===== src/rtl/bist_fail_logger.sv =====
// BIST fail logger: captures comparator mismatches into a small FIFO, counts fails, reports verdict.
// Optional macro BIST_STOP_ON_FAIL_EN adds halt_req and ends the test on the first fail.
module bist_fail_logger #(
  parameter int unsigned DATA_W    = 8,
  parameter int unsigned ADDR_W    = 6,
  parameter int unsigned LOG_DEPTH = 4,
  parameter int unsigned CNT_W     = 8
) (
  input  logic              clk,
  input  logic              rst_n,
  input  logic              start,
  input  logic              end_test,
  input  logic              cmp_valid,
  input  logic [ADDR_W-1:0] cmp_addr,
  input  logic [DATA_W-1:0] data_t,
  input  logic [DATA_W-1:0] ramout,
  input  logic              gt,
  input  logic              eq,
  input  logic              lt,
  input  logic              log_rd,
  output logic              log_valid,
  output logic [ADDR_W-1:0] log_addr,
  output logic [DATA_W-1:0] log_exp,
  output logic [DATA_W-1:0] log_act,
  output logic              log_gt,
  output logic [CNT_W-1:0]  fail_cnt,
  output logic              overflow,
  output logic              busy,
  output logic              done,
`ifdef BIST_STOP_ON_FAIL_EN
  output logic              halt_req,
`endif
  output logic              pass
);

  localparam int unsigned IDX_W = $clog2(LOG_DEPTH);
  localparam int unsigned PTR_W = IDX_W + 1;
  localparam logic [CNT_W-1:0] CNT_MAX = {CNT_W{1'b1}};

  typedef enum logic [1:0] {
    ST_IDLE   = 2'd0,
    ST_ACTIVE = 2'd1,
    ST_DONE   = 2'd2
  } state_t;

  state_t state_q, state_d;

  logic [ADDR_W-1:0] mem_addr [LOG_DEPTH];
  logic [DATA_W-1:0] mem_exp  [LOG_DEPTH];
  logic [DATA_W-1:0] mem_act  [LOG_DEPTH];
  logic              mem_gt   [LOG_DEPTH];

  logic [PTR_W-1:0] wr_q, wr_d, rd_q, rd_d;
  logic [CNT_W-1:0] cnt_d;
  logic             ovf_d;
  logic             fail_ev, res_ok, entry_gt;
  logic             empty, full, empty_d, pop, push;
  logic [IDX_W-1:0] rd_idx_d, wr_idx;

  logic              head_valid_d;
  logic [ADDR_W-1:0] head_addr_d;
  logic [DATA_W-1:0] head_exp_d;
  logic [DATA_W-1:0] head_act_d;
  logic              head_gt_d;
  logic              busy_d, done_d, pass_d;
  logic              halt_d;
  logic              halt_q;

  // Comparator decode: only a lone eq is a pass; any other combination is a fail.
  always_comb begin
    res_ok   = eq && !gt && !lt;
    entry_gt = gt && !eq && !lt;
    fail_ev  = (state_q == ST_ACTIVE) && cmp_valid && !res_ok;
  end

  // FSM next state; start has priority over everything else.
  always_comb begin
    state_d = state_q;
    if (start) begin
      state_d = ST_ACTIVE;
    end else begin
      case (state_q)
        ST_ACTIVE: begin
          if (end_test) begin
            state_d = ST_DONE;
          end
`ifdef BIST_STOP_ON_FAIL_EN
          if (fail_ev) begin
            state_d = ST_DONE;
          end
`endif
        end
        default: state_d = state_q;
      endcase
    end
  end

  always_ff @(posedge clk or negedge rst_n) begin
    if (!rst_n) begin
      state_q <= ST_IDLE;
    end else begin
      state_q <= state_d;
    end
  end

  // FIFO control, counters and next values of every registered output.
  always_comb begin
    empty  = (wr_q == rd_q);
    full   = (wr_q[PTR_W-1] != rd_q[PTR_W-1]) &&
             (wr_q[IDX_W-1:0] == rd_q[IDX_W-1:0]);
    pop    = log_rd && !empty;
    push   = fail_ev && (!full || pop);
    wr_idx = wr_q[IDX_W-1:0];

    wr_d  = wr_q + PTR_W'(push);
    rd_d  = rd_q + PTR_W'(pop);
    cnt_d = fail_cnt;
    ovf_d = overflow;
    halt_d = halt_q;
    if (fail_ev && (fail_cnt != CNT_MAX)) begin
      cnt_d = fail_cnt + CNT_W'(1);
    end
    if (fail_ev && full && !pop) begin
      ovf_d = 1'b1;
    end
    if (fail_ev) begin
      halt_d = 1'b1;
    end
    if (start) begin
      wr_d   = '0;
      rd_d   = '0;
      cnt_d  = '0;
      ovf_d  = 1'b0;
      halt_d = 1'b0;
    end

    empty_d  = (wr_d == rd_d);
    rd_idx_d = rd_d[IDX_W-1:0];

    head_valid_d = !empty_d;
    head_addr_d  = '0;
    head_exp_d   = '0;
    head_act_d   = '0;
    head_gt_d    = 1'b0;
    if (!empty_d) begin
      // New head may be the entry being written this very edge.
      if (push && (rd_idx_d == wr_idx)) begin
        head_addr_d = cmp_addr;
        head_exp_d  = data_t;
        head_act_d  = ramout;
        head_gt_d   = entry_gt;
      end else begin
        head_addr_d = mem_addr[rd_idx_d];
        head_exp_d  = mem_exp[rd_idx_d];
        head_act_d  = mem_act[rd_idx_d];
        head_gt_d   = mem_gt[rd_idx_d];
      end
    end

    busy_d = (state_d == ST_ACTIVE);
    done_d = (state_d == ST_DONE);
    pass_d = done_d && (cnt_d == '0) && !ovf_d;
  end

  // Log storage carries no reset; validity comes from the pointers.
  always_ff @(posedge clk) begin
    if (push && !start) begin
      mem_addr[wr_idx] <= cmp_addr;
      mem_exp[wr_idx]  <= data_t;
      mem_act[wr_idx]  <= ramout;
      mem_gt[wr_idx]   <= entry_gt;
    end
  end

  always_ff @(posedge clk or negedge rst_n) begin
    if (!rst_n) begin
      wr_q      <= '0;
      rd_q      <= '0;
      fail_cnt  <= '0;
      overflow  <= 1'b0;
      halt_q    <= 1'b0;
      log_valid <= 1'b0;
      log_addr  <= '0;
      log_exp   <= '0;
      log_act   <= '0;
      log_gt    <= 1'b0;
      busy      <= 1'b0;
      done      <= 1'b0;
      pass      <= 1'b0;
    end else begin
      wr_q      <= wr_d;
      rd_q      <= rd_d;
      fail_cnt  <= cnt_d;
      overflow  <= ovf_d;
      halt_q    <= halt_d;
      log_valid <= head_valid_d;
      log_addr  <= head_addr_d;
      log_exp   <= head_exp_d;
      log_act   <= head_act_d;
      log_gt    <= head_gt_d;
      busy      <= busy_d;
      done      <= done_d;
      pass      <= pass_d;
    end
  end

`ifdef BIST_STOP_ON_FAIL_EN
  assign halt_req = halt_q;
`endif

endmodule

===== config.mk =====
export PLATFORM = sky130hd
export DESIGN_NAME = bist_fail_logger
export DESIGN_NICKNAME = d
export VERILOG_FILES = /design/src/rtl/bist_fail_logger.sv
export SDC_FILE = /design/constraint.sdc
export NUM_CORES = 1
export LEC_CHECK = 0
export CORE_MARGIN = 8
export CORE_UTILIZATION = 35
export CTS_CLUSTER_DIAMETER = 120
export CTS_CLUSTER_SIZE = 12
export DETAILED_ROUTE_END_ITERATION = 16
export GPL_ROUTABILITY_DRIVEN = 0
export GPL_TIMING_DRIVEN = 0
export SLEW_MARGIN = 0
export SYNTH_ARGS = -nofsm -noshare
export SYNTH_HDL_FRONTEND = slang
export SYNTH_SLANG_ARGS = --single-unit

===== constraint.sdc =====
create_clock -name clk -period 4.02 [get_ports clk]
set_input_delay 1.206 -clock clk [delete_from_list [all_inputs] [get_ports clk]]
set_output_delay 1.206 -clock clk [all_outputs]
set_load 0.03 [all_outputs]

==> flow_summary.json, run 1 <==
{
  "status": "complete, no violations",
  "fmax_ghz": 0.265,
  "cp_max_fo": 10,
  "synth_ff_type": "edfxtp_1",
  "drt.antenna.violating_nets": 0,
  "layout_common_cells": "edfxtp_1 (92), clkdlybuf4s50_1 (65), nand2_1 (54), dfrtp_1 (44), nor2_1 (37)",
  "slew_viol_final": 0,
  "drt-initial-drc-count": 315,
  "syn_inst": 411,
  "met2_length_um": 6430,
  "synth_area_per_cell_sq_um": 13.5,
  "postCtsSetupRepairBufs": 0,
  "synth_top_area_frac": 0.499,
  "antenna_found_initial": 0,
  "wl_um": 13000,
  "setup_slack_ns": 0.246,
  "peakVddDrop_uv": 329,
  "route.met3.wl_um": 639,
  "clock_latency_ns": 0.41,
  "relSlewSlack": 0.180,
  "synth_area_sq_um": 5530,
  "cts_hold_buffers": 0,
  "async_flop_share": 0.324,
  "avgViaCountPerCell": 4.87,
  "die_x_um": 142,
  "whs_ns": 0.523,
  "path_clk_slew_ns": 0.05,
  "worst_slew_pin_slew_ns": 1.23,
  "grt_pass1_wl_um": 20700,
  "clock-sinks": 136,
  "ys_seq_area_frac": 0.698,
  "power.density_nw_per_um2": 545,
  "fin_area_sq_um": 7130,
  "dpl.cell_count": 704,
  "area_growth_pct": 28.8,
  "io_buffers": 66,
  "grt_pass1_vias": 3872,
  "wl_met1_um": 5760,
  "path_class": "primary input to flop",
  "initial_core_util": 0.353,
  "fin_util": 0.455,
  "grtUsageTotal": 0.135,
  "leakagePower_uw": 0.00279,
  "cts_made_buffers": 17,
  "synth_edf_count": 92,
  "cap_violations": 0,
  "first_pass_iters": 4,
  "nNetsFinal": 543,
  "vias": 3587,
  "hold_violations": 0,
  "routedWlPerCell_um": 17.7,
  "synth.distinct_cells": 44,
  "synth.area.top_cells": "edfxtp_1 (50%), dfrtp_1 (20%), mux2i_1 (4.2%), nand2_1 (3.7%), a211oi_1 (3.1%)",
  "fp.dieH_um": 142,
  "instances_no_fill": 736,
  "dieArea_sq_um": 20100,
  "root_buffer": "clkbuf_16",
  "grt_overflow": 0,
  "pre_cts_slack_ns": -0.765,
  "place_area_sq_um": 6580,
  "cts.path.max_buffers": 2,
  "rows": 46,
  "synth_seq_cells": 136,
  "layout_commonest_cell": "edfxtp_1",
  "dp_hpwl_um": 8700,
  "drive_above_1_share": 0.102,
  "worstPathRequired_ns": 4.30,
  "core_area_sq_um": 15700,
  "finalSetupViolations": 0,
  "worst_setup_path_start_kind": "primary input",
  "synth_top_cell_by_area": "edfxtp_1",
  "arrival_ns": 4.06,
  "crit_path_end_kind": "flop",
  "min_period_over_period": 0.939,
  "synth_warnings": 0,
  "min_period_ns": 3.77,
  "h-tree-depth": 4,
  "ioPinCount": 67,
  "grt_max_degree": 32,
  "synthesis.nets": 447,
  "drc": 0,
  "hold_path_class": "flop to flop",
  "skew_ns": 0.00736,
  "antenna_cells": 0,
  "cts_tree": "done",
  "top_layer_used": "met4",
  "rsz0062_at_grt": "false"
}
==> where the power goes <==
| part | switching (uW) | total, uW | internal [uW] |
|---|---|---|---|
| Combinational | 543 | 853 | 310 |
| Sequential | 31.2 | 1620 | 1590 |
| Clock | 528 | 1410 | 881 |
| Total | 1100 | 3880 | 2780 |
==> flip-flops by register name, summed over array words and instances, names as in the netlist, 2 cells and up <==
signal / flops
mem_act: 32
mem_exp: 32
mem_addr: 24
fail_cnt: 8
log_act: 8
log_exp: 8
log_addr: 6
mem_gt: 4
rd_q: 3
wr_q: 3
state_q: 2
==> synthesized netlist by cell type (3+ instances only) <==
cell,instances
a21oi_1,5
and3_1,3
inv_2,4
a31oi_1,23
dfrtp_1,44
ha_1,5
nand2_1,54
buf_6,3
xnor2_1,7
o21ai_0,3
clkbuf_1,17
edfxtp_1,92
nand3_1,4
a211oi_1,23
mux2i_1,23
xor2_1,7
nor2_1,37
nor2b_1,25
==> cell type report <==
| type | count | area (sq um) |
|---|---|---|
| plain buffers | 23 | 121 |
| clock buffers | 28 | 487 |
| clock inverters | 4 | 47.5 |
| fillers | 1452 | 8530 |
| inverters | 6 | 22.5 |
| multi-input cells | 246 | 1560 |
| flip-flops and latches | 136 | 3860 |
| well taps | 216 | 270 |
| repair buffers | 77 | 754 |
==> per-stage QoR <==
step                setup TNS, ns  total power (uW)
CTS                             0              3910
floorplan                  -44.07              2140
finish                          0              3880
global placement          -241.93              2480
detailed placement         -14.64              2500
global route                    0              4050
==> cells by family (layout without fill, tap and decap cells) <==
kind of cell	after synthesis	in the layout	share of synthesized area
DFF	136	136	0.698
adders and majority gates	5	5	0.0113
buffers and inverters	29	138	0.0253
AOI/OAI and AO/OA	64	64	0.0803
xor gates and xnor gates	14	14	0.0222
muxes	23	23	0.0416
and+or+nand+nor	140	140	0.121
==> path summary, 6_finish.rpt <==
check	start	end	slack, ns	depth (start not counted)
setup / recovery	log_rd	log_exp[4]	0.25	11
hold / removal	overflow	overflow	0.52	2
setup reg to reg	wr_q[1]	log_exp[4]	0.79	11
hold reg to reg	overflow	overflow	0.52	2
max in group asynchronous	rst_n	log_addr[4]	2.81	2
min in group asynchronous	rst_n	log_addr[5]	0.71	1
==> worst max-delay path, cell delays in order <==
cell and delay [ns]:
clkdlybuf4s50_1 0.43, or4_1 0.59, nand2b_2 0.18, inv_2 0.05, ha_1 0.19, ha_1 0.22, xor2_1 0.18, xnor2_1 0.16
o31ai_4 0.38, clkbuf_2 0.35, nor2_1 0.11
==> per-layer routing <==
metal | track usage | vias up
met2 | 0.219 | 87
met3 | 0.0346 | 15
met5 | 0 | -
li1 | - | 1704
met1 | 0.168 | 1781
met4 | 0.0577 | 0
==> what timing repair did <==
action / CTS / global route
gates resized for setup: 3 / 4
pin swaps: 0 / 0
setup endpoints to repair: 20 / 6
No activity file was read; power rests on OpenSTA's default activity.
==> inputs of run 2 (changes only) <==
- SKIP_LAST_GASP: unset -> 1
==> results of run 2 <==
The final DEF is identical to that of run 1; final timing and power are the same.
